==> src/rtl/alien_formation_ctrl_pkg.sv <==
// Shared geometry and phase encoding for the alien formation controller.
package alien_formation_ctrl_pkg;
  localparam int COLS        = 8;
  localparam int ROWS        = 4;
  localparam int CELL_PITCH  = 32;
  localparam int SPRITE_SIZE = 16;
  localparam int NCELLS      = COLS * ROWS;
  // Formation extent measured from the origin to the far sprite edge / last row top.
  localparam int GRID_W      = (COLS - 1) * CELL_PITCH + SPRITE_SIZE;  // 240
  localparam int GRID_H      = (ROWS - 1) * CELL_PITCH;                // 96

  localparam logic [1:0] PH_IDLE    = 2'b00;
  localparam logic [1:0] PH_MARCH   = 2'b01;
  localparam logic [1:0] PH_CLEARED = 2'b10;
  localparam logic [1:0] PH_LANDED  = 2'b11;

  function automatic logic [4:0] cell_idx(input logic [1:0] row, input logic [2:0] col);
    return {row, col};
  endfunction
endpackage

==> src/rtl/alien_formation_ctrl_if.sv <==
// Hit request/ack and per-pixel cell lookup bus between game logic and the formation.
interface alien_formation_ctrl_if;
  logic       hit_valid;
  logic [2:0] hit_col;
  logic [1:0] hit_row;
  logic       hit_ack;
  logic [9:0] pix_x;
  logic [9:0] pix_y;
  logic [9:0] cell_left_x;
  logic [9:0] cell_top_y;
  logic       cell_alive;

  modport master (
    output hit_valid, hit_col, hit_row, pix_x, pix_y,
    input  hit_ack, cell_left_x, cell_top_y, cell_alive
  );
  modport slave (
    input  hit_valid, hit_col, hit_row, pix_x, pix_y,
    output hit_ack, cell_left_x, cell_top_y, cell_alive
  );
endinterface

==> src/rtl/alien_formation_ctrl_popcount.sv <==
// 32-bit population count used for the live-alien total.
module alien_popcount32 (
  input  logic [31:0] i_vec,
  output logic [5:0]  o_cnt
);
  always_comb begin
    o_cnt = '0;
    for (int i = 0; i < 32; i++) o_cnt = o_cnt + 6'(i_vec[i]);
  end
endmodule

==> src/rtl/alien_formation_ctrl.sv <==
// Marches the 8x4 alien formation on frame ticks, retires hit aliens and
// resolves the cell under the current pixel for the sprite drawer.
module alien_formation_ctrl
  import alien_formation_ctrl_pkg::*;
#(
  parameter int X0          = 64,
  parameter int Y0          = 48,
  parameter int STEP_X      = 4,
  parameter int DROP_Y      = 8,
  parameter int RIGHT_LIMIT = 624,
  parameter int LEFT_LIMIT  = 16,
  parameter int FLOOR_Y     = 400,
  parameter int STEP_FRAMES = 16
) (
  input  logic                  clk,
  input  logic                  rst_n,
  input  logic                  frame_tick,
  input  logic                  start,
  alien_formation_ctrl_if.slave bus,
  output logic [5:0]            alive_count,
  output logic [1:0]            phase
);
  localparam logic [9:0] LX0    = 10'(X0);
  localparam logic [9:0] LY0    = 10'(Y0);
  localparam logic [9:0] LSTEP  = 10'(STEP_X);
  localparam logic [9:0] LDROP  = 10'(DROP_Y);
  localparam logic [9:0] LRIGHT = 10'(RIGHT_LIMIT);
  localparam logic [9:0] LLEFT  = 10'(LEFT_LIMIT);
  localparam logic [9:0] LFLOOR = 10'(FLOOR_Y);
  localparam logic [9:0] LGW    = 10'(GRID_W);
  localparam logic [9:0] LGH    = 10'(GRID_H);
  // Frame counter is 4 bits wide, so STEP_FRAMES may not exceed 16.
  localparam logic [3:0] LPER_SLOW = 4'(STEP_FRAMES - 1);
  localparam logic [3:0] LPER_FAST = 4'(STEP_FRAMES / 2 - 1);

  logic [9:0]  r_ox, r_oy;
  logic        r_dir_left;
  logic [31:0] r_alive;
  logic [3:0]  r_fcnt;
  logic [1:0]  r_phase;
  logic        r_hit_ack;

  logic [5:0]  w_count;
  logic [3:0]  w_per_m1;
  logic        w_cleared, w_landed, w_step, w_edge, w_hit;
  logic [4:0]  w_hidx;
  logic [9:0]  w_dx, w_dy;
  logic [4:0]  w_dxq, w_dyq;
  logic        w_in;
  logic [2:0]  w_col;
  logic [1:0]  w_row;

  alien_popcount32 u_pop (.i_vec(r_alive), .o_cnt(w_count));

  always_comb begin
    w_per_m1  = (w_count > 6'd8) ? LPER_SLOW : LPER_FAST;
    w_cleared = (r_alive == '0);
    w_landed  = (r_oy + LGH >= LFLOOR);
    // >= rather than == so a counter left above a freshly shortened period still steps.
    w_step    = frame_tick && (r_fcnt >= w_per_m1);
    w_edge    = r_dir_left ? (r_ox - LSTEP < LLEFT) : (r_ox + LSTEP + LGW > LRIGHT);
    w_hidx    = cell_idx(bus.hit_row, bus.hit_col);
    w_hit     = bus.hit_valid && r_alive[w_hidx];
  end

  always_ff @(posedge clk) begin
    if (!rst_n) begin
      r_ox       <= LX0;
      r_oy       <= LY0;
      r_dir_left <= 1'b0;
      r_alive    <= '1;
      r_fcnt     <= '0;
      r_phase    <= PH_IDLE;
      r_hit_ack  <= 1'b0;
    end else begin
      r_hit_ack <= 1'b0;
      if (start) begin
        r_ox       <= LX0;
        r_oy       <= LY0;
        r_dir_left <= 1'b0;
        r_alive    <= '1;
        r_fcnt     <= '0;
        r_phase    <= PH_MARCH;
      end else if (r_phase == PH_MARCH) begin
        if (w_cleared)      r_phase <= PH_CLEARED;
        else if (w_landed)  r_phase <= PH_LANDED;
        else begin
          if (frame_tick) r_fcnt <= w_step ? 4'd0 : r_fcnt + 4'd1;
          if (w_step) begin
            if (w_edge) begin
              r_oy       <= r_oy + LDROP;
              r_dir_left <= ~r_dir_left;
            end else begin
              r_ox <= r_dir_left ? r_ox - LSTEP : r_ox + LSTEP;
            end
          end
          if (w_hit) begin
            r_alive[w_hidx] <= 1'b0;
            r_hit_ack       <= 1'b1;
          end
        end
      end
    end
  end

  // Cell under the pixel: the 256x128 window from the origin, 32 px per cell.
  always_comb begin
    w_dx  = bus.pix_x - r_ox;
    w_dy  = bus.pix_y - r_oy;
    w_dxq = 5'(w_dx >> 5);
    w_dyq = 5'(w_dy >> 5);
    w_in  = (w_dxq[4:3] == 2'b00) && (w_dyq[4:2] == 3'b000);
    w_col = w_dxq[2:0];
    w_row = w_dyq[1:0];
    bus.cell_left_x = w_in ? r_ox + {2'b00, w_col, 5'b0} : r_ox;
    bus.cell_top_y  = w_in ? r_oy + {3'b000, w_row, 5'b0} : r_oy;
    bus.cell_alive  = w_in && r_alive[cell_idx(w_row, w_col)] && (r_phase == PH_MARCH);
  end

  assign bus.hit_ack  = r_hit_ack;
  assign alive_count  = w_count;
  assign phase        = r_phase;
endmodule

==> src/flat_wrapper.sv <==
// flat-port wrapper written by rule: the top's interface ports become plain ports
module alien_formation_ctrl_flat import alien_formation_ctrl_pkg::*;
#(
  parameter int X0          = 64,
  parameter int Y0          = 48,
  parameter int STEP_X      = 4,
  parameter int DROP_Y      = 8,
  parameter int RIGHT_LIMIT = 624,
  parameter int LEFT_LIMIT  = 16,
  parameter int FLOOR_Y     = 400,
  parameter int STEP_FRAMES = 16
)
  (clk, rst_n, frame_tick, start, alive_count, phase, bus_hit_valid, bus_hit_col, bus_hit_row, bus_pix_x, bus_pix_y, bus_hit_ack, bus_cell_left_x, bus_cell_top_y, bus_cell_alive);
  alien_formation_ctrl_if bus_i ();
  input  logic clk;
  input  logic rst_n;
  input  logic frame_tick;
  input  logic start;
  output logic [5:0] alive_count;
  output logic [1:0] phase;
  input wire logic [$bits(bus_i.hit_valid)-1:0] bus_hit_valid;
  input wire logic [$bits(bus_i.hit_col)-1:0] bus_hit_col;
  input wire logic [$bits(bus_i.hit_row)-1:0] bus_hit_row;
  input wire logic [$bits(bus_i.pix_x)-1:0] bus_pix_x;
  input wire logic [$bits(bus_i.pix_y)-1:0] bus_pix_y;
  output wire logic [$bits(bus_i.hit_ack)-1:0] bus_hit_ack;
  output wire logic [$bits(bus_i.cell_left_x)-1:0] bus_cell_left_x;
  output wire logic [$bits(bus_i.cell_top_y)-1:0] bus_cell_top_y;
  output wire logic [$bits(bus_i.cell_alive)-1:0] bus_cell_alive;
  assign bus_i.hit_valid = bus_hit_valid;
  assign bus_i.hit_col = bus_hit_col;
  assign bus_i.hit_row = bus_hit_row;
  assign bus_i.pix_x = bus_pix_x;
  assign bus_i.pix_y = bus_pix_y;
  assign bus_hit_ack = bus_i.hit_ack;
  assign bus_cell_left_x = bus_i.cell_left_x;
  assign bus_cell_top_y = bus_i.cell_top_y;
  assign bus_cell_alive = bus_i.cell_alive;
  alien_formation_ctrl #(.X0(X0), .Y0(Y0), .STEP_X(STEP_X), .DROP_Y(DROP_Y), .RIGHT_LIMIT(RIGHT_LIMIT), .LEFT_LIMIT(LEFT_LIMIT), .FLOOR_Y(FLOOR_Y), .STEP_FRAMES(STEP_FRAMES)) u_core (.clk(clk), .rst_n(rst_n), .frame_tick(frame_tick), .start(start), .bus(bus_i), .alive_count(alive_count), .phase(phase));
endmodule
==> config.mk <==
export PLATFORM = sky130hd
export DESIGN_NAME = alien_formation_ctrl_flat
export DESIGN_NICKNAME = d
export VERILOG_FILES = /design/src/rtl/alien_formation_ctrl_pkg.sv /design/src/rtl/alien_formation_ctrl_if.sv /design/src/rtl/alien_formation_ctrl_popcount.sv /design/src/rtl/alien_formation_ctrl.sv /design/src/flat_wrapper.sv
export SDC_FILE = /design/constraint.sdc
export NUM_CORES = 1
export LEC_CHECK = 0
export CORE_ASPECT_RATIO = 0.9
export CORE_MARGIN = 2
export CORE_UTILIZATION = 40
export CTS_CLUSTER_SIZE = 28
export DETAILED_ROUTE_END_ITERATION = 12
export GPL_TIMING_DRIVEN = 0
export PLACE_DENSITY = 0.72
export SYNTH_ARGS = -nofsm -noshare
export SYNTH_HDL_FRONTEND = slang
export SYNTH_HIERARCHICAL = 1
export SYNTH_SLANG_ARGS = --single-unit
==> constraint.sdc <==
create_clock -name clk -period 7.7 [get_ports clk]
set_input_delay 1.54 -clock clk [delete_from_list [all_inputs] [get_ports clk]]
set_output_delay 1.54 -clock clk [all_outputs]
set_load 0.1 [all_outputs]
# Word level (Yosys, flattened, before mapping)
# Cells that the tools add are included.
# Widths: inputs -> output; s select.
# word_totals
reg_bits,60
inputBits,30
word_cells,103
# classes
add_sub_neg,41
magnitude_cmp,8
eq_ne,1
muxes,17
bitwise_logic,8
reduce_logical,20
# ops
op,n
$add 6x1->6,26
$and 32x32->32,1
$logic_not 32->1,1
$not 32->32,1
$mux 10,3
$sub 10x10->10,2
$lt 5x6->1 const B,2
$add 10x3->10 const B,1
$add 10x4->10 const B,1
$add 10x7->10,1
$add 10x7->10 const B,1
$add 10x8->10,1
$add 10x8->10 const B,1
$bmux 1 s5,2
$ge 10x9->1 const B,1
$gt 10x10->1 const B,1
$lt 10x5->1 const B,1
$reduce_and 5->1,2
$sub 10x3->10 const B,1
$mux 4,2
$reduce_and 4->1,2
$mux 1,7
$add 5x1->6,1
$gt 6x4->1 const B,1
19 further kinds,32

# Logic depth before layout (Yosys ltp)
# logic_depth
depth_word,36
depth_mapped,25
mapped_depth_nobuf,24

# Hierarchy
# Netlist, hierarchy kept.
# modules_own_cells
module,n_inst,cells_per_inst,area_each_um2,seq_area_each_um2
alien_formation_ctrl,1,499,4113.9,1101.1
alien_popcount32,1,73,758.2,0.0

# Worst setup path before layout
# OpenSTA, ideal clock, no wires.
# synth_path
kind,reg-to-reg
start,reg u_core.r_alive[0]
end,reg u_core.r_oy[9]
t_arrival_ns,8.002
required_time_ns,7.630
path_slack_ns,-0.372
stages_incl_launch_ff,23
period_less_slack_ns,8.072
cell_sequence,dfxtp_1 > inv_1 > fa_1 > inv_1 > fa_1 > fa_1 > fa_1 > fa_1 > inv_1 > fa_1 > inv_1 > ha_1 > a21o_1 > a21oi_2 > o21ai_0 > nor3_1 > ha_1 > a31o_2 > nand4_1 > a211oi_4 > nand2_1 > or3_1 > a21oi_1
# synth_via
elab_chain_len,36
word_cells_on_any_way,38
cone_classes,31 x add/sub; 2 x order compare; 1 x mux; 1 x bitwise; 3 x reduce/logical
# synth_lines
element,line,rtl
start: declaration,alien_formation_ctrl.sv:38,logic [31:0] r_alive;
start signal: assignment,alien_formation_ctrl.sv:71,r_alive <= '1;
start signal: assignment,alien_formation_ctrl.sv:81,r_alive <= '1;
start signal: indexed assignment,alien_formation_ctrl.sv:98,r_alive[w_hidx] <= 1'b0;
$add 1x1->2,alien_formation_ctrl_popcount.sv:8,for (int i = 0; i < 32; i++) o_cnt = o_cnt + 6'(i_vec[i]);
$add 2x1->3,alien_formation_ctrl_popcount.sv:8,
$add 3x1->4,alien_formation_ctrl_popcount.sv:8,
$add 4x1->5,alien_formation_ctrl_popcount.sv:8,
$add 5x1->6,alien_formation_ctrl_popcount.sv:8,
$add 6x1->6 (26 in a row),alien_formation_ctrl_popcount.sv:8,
net alive_count[5],flat_wrapper.sv:19,output logic [5:0] alive_count;
$gt 6x4->1,alien_formation_ctrl.sv:56,w_per_m1 = (w_count > 6'd8) ? LPER_SLOW : LPER_FAST;
$mux 4,alien_formation_ctrl.sv:56,
$ge 4x4->1,alien_formation_ctrl.sv:60,w_step = frame_tick && (r_fcnt >= w_per_m1);
$logic_and 1x1->1,alien_formation_ctrl.sv:60,
$reduce_and 5->1 (no line),n/a,
end signal: assignment,alien_formation_ctrl.sv:91,r_oy <= r_oy + LDROP;
end: declaration,alien_formation_ctrl.sv:36,"logic [9:0] r_ox, r_oy;"
# The timed path passes the listed nets, and every way through them passes these cells.
# A chain may end at the register's enable or synchronous reset.

# Worst setup path after layout
# layout_path
start,reg u_core.r_alive[0]
end,out alive_count[1]
# layout_via
elab_chain_len,31
# layout_lines
element,line
$add 1x1->2,alien_formation_ctrl_popcount.sv:8
$add 2x1->3,alien_formation_ctrl_popcount.sv:8
$add 3x1->4,alien_formation_ctrl_popcount.sv:8
$add 4x1->5,alien_formation_ctrl_popcount.sv:8
$add 5x1->6,alien_formation_ctrl_popcount.sv:8
$add 6x1->6 (26 in a row),alien_formation_ctrl_popcount.sv:8
end: declaration,flat_wrapper.sv:19
# Every way passes these cells.

==> impl.org <==
** Synthesis
- Proportion of register bits with asynchronous set or reset after synthesis :: 0
- Yosys printed 6 warnings.
- Of the post-synthesis cell area, the dominant cell type holds 0.2260.
- Flip-flop cell with the highest count after synthesis :: dfxtp_1
- Post-Synthesis Cell Area :: 0.004872 mm^2
- The netlist uses 75 different library cells.
- Yosys mapped a number of flops with a built-in enable equal to 0.
- Avg Inst Size Synth :: 8.518 um^2
- For this run, the register share of the synthesized area comes to 0.2260.
- Cell count after synthesis :: 572
- Counting flops and latches in the post-synthesis netlist gives 55.
- Top cells by area, synth :: dfxtp_1, fa_1, ha_1, a31oi_1, nor2_1
- Post-synthesis cell type with the largest combined area :: dfxtp_1

** Placed design
- Routability-driven placement finished with a final weighted congestion of 0.8913.
- Dpl hpwl :: 10,270 um
- Buffers placed on the I/O ports in this run total 49.
- Once placement finished, the instance area stood at 0.005578 mm^2.
- Placement-stage worst setup slack :: 240.5 ps

** Detailed routing
- For this block, the via count after detailed routing is 4,499.
- Before antenna repair, the detailed router went through 6 iterations.
- Post-route ant nets :: 0
- Detailed-route DRC error count :: 0
- Routed length per placed instance :: 16.71 um
- Summed over all layers, the routed wires come to 13,250 um.
- Iter 0 DRT Violations :: 356
- Mean number of vias per cell :: 5.673

** Cells and area
- Share of cells above drive strength 1 :: 0.1011
- At the end of the flow the core is filled with cells to 0.4779.
- After routing the design area is 0.005725 mm^2.
- Count of fill cells added during filler insertion :: 1,155
- The repair_antennas step left the layout with diodes totalling 0.
- Post-synthesis to final-layout area growth :: 17.51%
- The final layout contains 720 nets.

** Worst setup path
- Category of the critical setup timing path :: reg2out
- Worst EP required :: 6160 ps
- Walking the worst path, the cells encountered are inv_1, fa_1, inv_1, fa_1, fa_1, fa_1, fa_1, inv_1, fa_1, inv_1, ha_1, inv_1, fa_1, inv_1, clkdlybuf4s50_1.
- STA classifies the critical path startpoint as a register.
- CP arrival :: 5880 ps
- Slowest library cell on the worst path :: clkdlybuf4s50_1
- The cell that appears most often on the critical path is fa_1.
- The worst setup path is captured at a primary output.
- CP bufs+invs :: 7
- For this run, the slowest stage of the critical path takes 1130 ps.
- Cell family with most CP delay :: adder cells
- In this run the worst path has a maximum fanout of 5.

** Pwr
- Power comes to 650.5 uW.
- Portion of total power attributed to sequential cells :: 0.440
- Static leakage :: 2.127 nW
- Internal power consumption :: 453.9 uW
- Fraction of power spent switching nets :: 0.3023
- In this run the power spent charging and discharging nets is 196.6 uW.
- For this design the ratio of total power to cell area is 113.6 mW/mm^2.
- Gate power share :: 0.204
- Of the total power, the clock network draws 0.356.
- Worst supply voltage drop on vdd :: 0.00008286 V

** Global routing
- The first global-routing pass estimated 21,850 um of wire.
- The number of global-route vias before repair came to 4,395.
- Entering global routing, the biggest net connects 18 pins.
- Remaining global-route overflow :: 0
- Total global-route track usage :: 0.2085
- The number of antenna violations at the first check in global routing is 0.

** STA
- The number of failing hold endpoints at the final stage came to 0.
- Across all setup checks in the final design, the least slack found is 279.5 ps.
- Counting I/O delays and the setup requirement, the final critical path takes 7421 ps.
- Actual transition at the worst max-transition pin :: 984.7 ps
- In the final timing run, aggregate negative setup slack is 0 ps.
- In this run the tightest slew margin relative to its limit is 0.3415.
- Clock tree skew after final layout :: 7.597 ps
- Setup repair after global routing left no endpoint under its margin.
- The count of final max-slew check failures was 0.
- Timing would allow up to 134.8 MHz.
- Setup violations remaining at the end of the flow were counted as 0.
- Post-route clock period utilization :: 0.9637

** Clock network
- The clock drives 55 sinks.
- The H-tree generated during clock tree synthesis spans 2 levels.
- Cts hold-fix bufs :: 0
- The later pin in the worst-skew pair is clocked with a latency of 300 ps.
- The root buffer cell chosen for the clock tree is clkbuf_16.
- CTS Buffer Depth :: 2
- TritonCTS built the clock tree.
- Num CTS Buffers :: 5
- After clock tree synthesis, the clock-pin slew on the worst setup and hold paths is 80 ps.

** Die
- For this configuration, the core starts out at a cell density of 0.4066.
- Die area :: 0.01308 mm^2
- Top-Level Pins :: 60
- The die is 120.3 um wide.
- The initialized floorplan defines 38 standard-cell rows.
- Measured along the y axis, the die boundary spans 108.7 um.
- The total area inside the core boundary comes to 0.01198 mm^2.

** Worst hold path
- Path category of the worst min-delay check :: reg2reg

** Job
- Count of maximum capacitance violations :: 0

** Status
- The flow ran to the end, and the final reports show no timing, DRC or antenna violations.
[synthesized netlist by cell type (4+ instances only)]
master and n:
a211oi_1 4, a21oi_1 26, a22oi_1 4, a31oi_1 36
and3_1 4, buf_1 4, buf_2 13, buf_4 11
clkbuf_1 10, dfxtp_1 55, fa_1 26, ha_1 32
inv_1 50, mux2i_1 10, mux4_2 8, nand2_1 35
nand2b_1 5, nand3_1 15, nand4_1 5, nand4b_1 4
nor2_1 55, nor2b_1 7, nor3_1 6, nor4_1 11
nor4_2 4, o211ai_1 4, o21ai_0 17, o21ai_1 6
o221ai_1 4, o22ai_1 4, or3_1 11, xnor2_1 20
xor2_1 6
[layout by cell type (no fill, tap or decap), drive strengths merged, types with 6 or more instances in the layout]
cell,netlist,routed
a21oi,28,28
a31oi,37,37
buf,28,28
clkbuf,10,17
clkdlybuf4s50,0,45
dfxtp,55,55
fa,26,26
ha,32,32
inv,51,52
mux2i,10,10
mux4,8,8
nand2,35,35
nand3,16,16
nand4,6,6
nor2,56,56
nor2b,7,7
nor3,7,7
nor4,15,15
o21ai,23,23
or3,11,11
xnor2,20,20
xor2,6,6
[registers in the layout (all words and copies together), names as in the netlist]
name	cells
u_core/bus.hit_ack	1
u_core/phase	2
u_core/r_alive	32
u_core/r_dir_left	1
u_core/r_fcnt	4
u_core/r_ox	8
u_core/r_oy	7
[area by class of cell]
type,count,area [um^2],area share
plain buffers,38,200.2,0.03497
clock buffers,6,128.9,0.02251
clock inverters,2,16.27,0.002841
inverters,51,191.4,0.03344
multi-input cells,432,3395,0.5929
flip-flops and latches,55,1101,0.1923
well taps,160,200.2,0.03497
repair buffers,49,493.0,0.08610
[kinds of logic after synthesis]
| family | Yosys count | share of synthesized area |
|---|---|---|
| adder cells (fa/ha/maj) | 58 | 0.1890 |
| buffers and inverters | 89 | 0.08038 |
| other | 1 | 0.0007697 |
| AO/OA/AOI/OAI | 138 | 0.1929 |
| XOR/XNOR | 26 | 0.04674 |
| AND/OR/NAND/NOR | 186 | 0.2044 |
| multiplexers | 19 | 0.05984 |
| flip-flops | 55 | 0.2260 |
[timing repair]
item | in CTS | in global routing
cloned | 0 | 0
setup buffers | 0 | 0
resized for setup | 1 | 5
endpoints found under the hold margin | 0 | 0
endpoints found under the setup margin | 1 | 4
[worst paths after layout]
path | depth (start not counted) | from | slack [ps] | to
max | 15 | u_core/r_alive[0]$_SDFFE_PP1P_ | 280 | alive_count[1]
min | 2 | u_core/r_fcnt[3]$_SDFFE_PP0P_ | 470 | u_core/r_fcnt[3]$_SDFFE_PP0P_
max reg2reg | 24 | u_core/r_alive[0]$_SDFFE_PP1P_ | 1020 | u_core/r_oy[9]$_SDFFE_PP0P_
min reg2reg | 2 | u_core/r_fcnt[3]$_SDFFE_PP0P_ | 470 | u_core/r_fcnt[3]$_SDFFE_PP0P_
[power groups by stage]
stage                     Sequential, mW  Clock [mW]  Combinational (mW)
after floorplan                    0.296           0              0.0902
after global placement             0.293           0               0.129
after detailed placement           0.293           0               0.132
after CTS                          0.286       0.239               0.132
after global routing               0.286       0.248               0.142
final                              0.286       0.232               0.133
[through the flow]
step                cells  hold WS, ps
floorplan             576        444.8
global placement      785        455.2
detailed placement    785        466.7
CTS                   793        476.8
global route          793        492.8
finish                793        474.9
[worst min-delay path, cell delays in order, from the launching register on]
cell and delay, ps:
dfxtp_1 320, nand2_1 60, a21oi_1 50
[routing by layer]
layer / part of all wire / routed length, um / up-vias / global-route usage
met5: 0 / 0 / - / 0
met4: 0.018 / 242 / 0 / 0.06312
met3: 0.047 / 617 / 22 / 0.03033
met2: 0.48 / 6376 / 137 / 0.3604
met1: 0.45 / 6017 / 2161 / 0.2718
li1: - / - / 2179 / -
Note: power is estimated with default switching activity, not from simulation.
==> patch 1 (config.mk and constraints unchanged) <==
Reset style: asynchronous (`rst_n`), changed in one clocked block.
--- a/src/rtl/alien_formation_ctrl.sv
+++ b/src/rtl/alien_formation_ctrl.sv
@@ -64,5 +64,5 @@
   end
 
-  always_ff @(posedge clk) begin
+  always_ff @(posedge clk or negedge rst_n) begin
     if (!rst_n) begin
       r_ox       <= LX0;
Function: differs if rst_n is asserted again (counterexample within 4 cycles, from zero or initial values and one cycle with rst_n low); with rst_n held inactive, the same outputs for 4 cycles.
==> patch 1 against the original RTL <==
  * Sequential cell count did not move
  * Sequential share of layout area up 2.7 points
  * Global-route usage increased by 0.70 points
  * Clock skew grew 0.0073 ns
  * Routed wire length increased by 15%
  * Via count grew 11%
  * Final area grew 13%
  * Largest cell class unchanged
  * Setup slack got worse by 0.066 ns
  * Non-clock buffer count is 6 higher
  * Cell count up 3.7%
  * Critical path type unchanged
  * Area after synthesis increased by 13%
Power is not compared: it rests on default switching activity, and its combinational part moved more than twofold at a synthesized area within 25%.
==> patch 1: results (changes against the original RTL) <==
- Worst Tran Pin Value: 1.03 ns (+0.0476 ns)
- Worst slack, placed: -0.0741 ns (-0.315 ns)
- Drt first pass iters: 7 (+1)
- Core ar.: 0.0134 mm2 (+12%)
- Non-Clock Inverter Count: 50 (-2.0%)
- Port bufs: 47 (-4.1%)
- Commonest cells post-synth: inv_1 (48), nand2_1 (41), dfstp_2 (35)
- Setup Skew: 0.0148 ns (+0.00725 ns)
- Buffers outside the clock class: 93 (+6.9%)
- Dpl hpwl: 11,600 um (+13%)
- CP max-delay cell: dfstp_2
- Pwr dens: 136 mW/mm2
- Hold_sp: u_core/r_fcnt[0]
- Placer Congestion: 0.907 (+1.7%)
- Fin nets: 741 (+2.9%)
- Critical path origin: u_core/r_alive[0]
- Clk cell area share: 2.34% (-0.19 points)
- First-pass GRT wire length: 25,600 um (+17%)
- Largest net degree at the start of global routing: 41 (+23)
- Multi-input gate count: 448 (+3.7%)
- Post-DP Area: 0.00625 mm2 (+12%)
- Fraction of layout cells with a size suffix above 1: 14.8% (+4.7 points)
- Violation count after the first detailed-route iteration: 454 (+28%)
- Multi-input combinational area share: 58.5% (-0.83 points)
- Synth area leaders: dfstp_2 (17%), fa_1 (9.5%), dfrtp_1 (9.1%)
- Vias in the first global route: 5,073 (+15%)
- Sequential area share after synthesis: 25.8% (+3.2 points)
- Crit path DAT: 5.95 ns (+0.07 ns)
- Fillers: 1,223 (+5.9%)
- Primary FF master, synth: dfstp_2
- Post-Syn Instances: 593 (+3.7%)
- Placed cells: 813 (+3.6%)
- Post-Route WL: 15,300 um (+15%)
- Clkbuf count: 7 (+1)
- Status: finished, final reports clean
- DR vias: 4,989 (+11%)
- Total GRT Usage: 21.6% (+0.70 points)
- Signal buf overhead: 11.1% (-1.0 points)
- Min-Delay Path Class: flip-flop to flip-flop
-- patch 1: cell types whose count changed after synthesis, moves of 7 or more --
cell / unedited run / this run
dfxtp_1: 55 / 0
clkbuf_1: 10 / 20
a31oi_1: 36 / 6
nor2_1: 55 / 30
a21oi_1: 26 / 33
dfrtp_1: 0 / 20
o31ai_1: 1 / 10
or4_1: 2 / 9
nand2b_1: 5 / 19
mux2i_1: 10 / 33
o22a_1: 0 / 32
dfstp_2: 0 / 35
-- patch 1: worst paths after layout --
| kind | to | slack, ns | depth (start not counted) |
|---|---|---|---|
| max | alive_count[4] | 0.21 | 17 |
| min | u_core/r_fcnt[0] | 0.53 | 1 |
| min in group asynchronous | u_core/r_alive[13] | 1.46 | 1 |
| min reg2reg | u_core/r_fcnt[0] | 0.53 | 1 |
| max in group asynchronous | u_core/r_ox[6] | 5.91 | 2 |
| max reg2reg | u_core/r_oy[9] | 0.25 | 25 |
-- patch 1: repair_timing --
item / in CTS / in global routing
setup endpoints to repair: 9 / 11
gates resized for setup: 8 / 12
hold endpoints to repair: 0 / 0
setup buffers: 0 / 1
pin swaps: 0 / 4
-- patch 1: routing by layer --
layer / part of all wire, % / wire length [um] / global-route usage (%) / vias up
met5: 0 / 0 / 0 / -
li1: - / - / - / 2291
met4: 1.4 / 210 / 3.81 / 0
met3: 7.1 / 1090 / 4.42 / 35
met1: 44 / 6650 / 28.6 / 2425
met2: 48 / 7330 / 37.1 / 238
-- patch 1: kinds of logic (layout without fill, tap and decap cells) --
group	Yosys count	count (layout)	share of synthesized area, %
simple gates	170	170	16.5
other cells	1	5	0.0681
flops	55	55	25.8
fa+ha+maj	58	58	16.7
buf+inv	94	151	7.45
xor+xnor	20	20	3.18
mux	43	43	10.1
compound gates	152	152	20.1
==> patch 2 (same flow settings) <==
Made on the original files. `RIGHT_LIMIT` is set to 624 in 2 places; all go to 512.
--- a/src/rtl/alien_formation_ctrl.sv
+++ b/src/rtl/alien_formation_ctrl.sv
@@ -8,5 +8,5 @@
   parameter int STEP_X      = 4,
   parameter int DROP_Y      = 8,
-  parameter int RIGHT_LIMIT = 624,
+  parameter int RIGHT_LIMIT = 512,
   parameter int LEFT_LIMIT  = 16,
   parameter int FLOOR_Y     = 400,
--- a/src/flat_wrapper.sv
+++ b/src/flat_wrapper.sv
@@ -6,5 +6,5 @@
   parameter int STEP_X      = 4,
   parameter int DROP_Y      = 8,
-  parameter int RIGHT_LIMIT = 624,
+  parameter int RIGHT_LIMIT = 512,
   parameter int LEFT_LIMIT  = 16,
   parameter int FLOOR_Y     = 400,
Function: no difference found for any inputs over 4 cycles, from zero or initial values and one cycle with rst_n low; that may be too few to reach the edited logic, so the function may still have changed.
==> patch 2 against the original RTL <==
  * Setup slack worse by 0.076 ns
  * First-iteration DRC count decreased by 1.4%
  * Maximum frequency down 1.0%
  * Largest cell class unchanged
  * Routed wire length is 4.1% higher
  * Area after synthesis grew 3.2%
  * Cell count rose by 3.9%
  * Power rose by 0.16%
  * Die area grew 3.1%
  * Sequential cell count did not move
  * Final area is 2.6% higher
  * Global-route usage rose by 0.28 points
  * Critical endpoint is now alive_count[2]
==> patch 2: results (changes against the original RTL) <==
- Vias in the first global route: 4,689 (+6.7%)
- Status: finished, final reports clean
- Total GRT Usage: 21.1% (+0.28 points)
- Met3 Use GR: 2.78% (-0.26 points)
- Peak supply drop: 0.0772 mV (-6.9%)
- Crit path DAT: 5.96 ns (+0.08 ns)
- R2R Setup Slk: 1.20 ns (+0.18 ns)
- Cell variety after synth: 64 (-15%)
- Avg Cell Area, Syn: 8.33 um2 (-2.2%)
- Hold endpoint: u_core/phase[1]
- Sequential share of power: 43.9% (about the same)
- Violation count after the first detailed-route iteration: 351 (-1.4%)
- Vias per inst: 5.81 (+2.4%)
- GRT met2 Usage: 35.8% (-0.28 points)
- First-pass GRT wire length: 22,700 um (+3.8%)
- Fin nets: 753 (+4.6%)
- Wl on met1: 6060 um (+0.65%)
- Commonest cells post-synth: nor2_1 (80), dfxtp_1 (55), inv_1 (53)
- Post-Route WL: 13,800 um (+4.1%)
- NetSw: 199 uW (+1.1%)
- Hold_sp: u_core/phase[1]
- DR vias: 4,785 (+6.4%)
- Met2 wire len: 6550 um (+2.7%)
- Dpl hpwl: 10,700 um (+4.2%)
- Pwr dens: 111 mW/mm2 (-2.4%)
## patch 2: final cells by class
cell class	instances	area [um2]
Buffer	38	209
Clock buffer	5	125
Clock inverter	2	16.3
Fill cell	1178	6290
Inverter	54	203
Multi-Input combinational cell	461	3530
Sequential cell	55	1100
Tap cell	160	200
Timing Repair Buffer	49	490
## patch 2: metrics by stage
step / setup WS (ns) / instance area, um2
2_1_floorplan: 0.258 / 5040
3_3_place_gp: 0.316 / 5740
3_5_place_dp: 0.199 / 5740
4_1_cts: 0.0866 / 5880
5_1_grt: 0.00716 / 5880
6_report: 0.203 / 5880
## patch 2: worst reg2reg max path: cells and delay by family (launching register included)
family | cells | cell delay [ns]
AOI/OAI and AO/OA | 3 | 0.48
xor gates and xnor gates | 1 | 0.20
adders and majority gates | 9 | 3.78
buffers and inverters | 6 | 0.57
DFF | 1 | 0.47
and+or+nand+nor | 5 | 0.81
## patch 2: kinds of logic (layout without fill, tap and decap cells)
| family | after synthesis | count (layout) | synth area share (%) |
|---|---|---|---|
| buffers and inverters | 92 | 148 | 8.18 |
| other | 1 | 5 | 0.0746 |
| DFF | 55 | 55 | 21.9 |
| and+or+nand+nor | 200 | 200 | 19.4 |
| xor gates and xnor gates | 29 | 29 | 5.05 |
| adders and majority gates | 59 | 59 | 18.6 |
| muxes | 24 | 24 | 7.09 |
| AOI/OAI and AO/OA | 144 | 144 | 19.7 |
## patch 2: timing repair
action,in CTS,in global routing
gates resized for setup,1,4
setup endpoints to repair,1,3
hold buffers,0,0
## patch 2: worst max path at each step
stage                      to  slack [ns]
2_1_floorplan  u_core/r_ox[4]        0.26
3_3_place_gp   alive_count[4]        0.32
3_5_place_dp   alive_count[4]        0.20
4_1_cts        alive_count[3]        0.09
5_1_grt        alive_count[2]       0.007
6_report       alive_count[2]        0.20
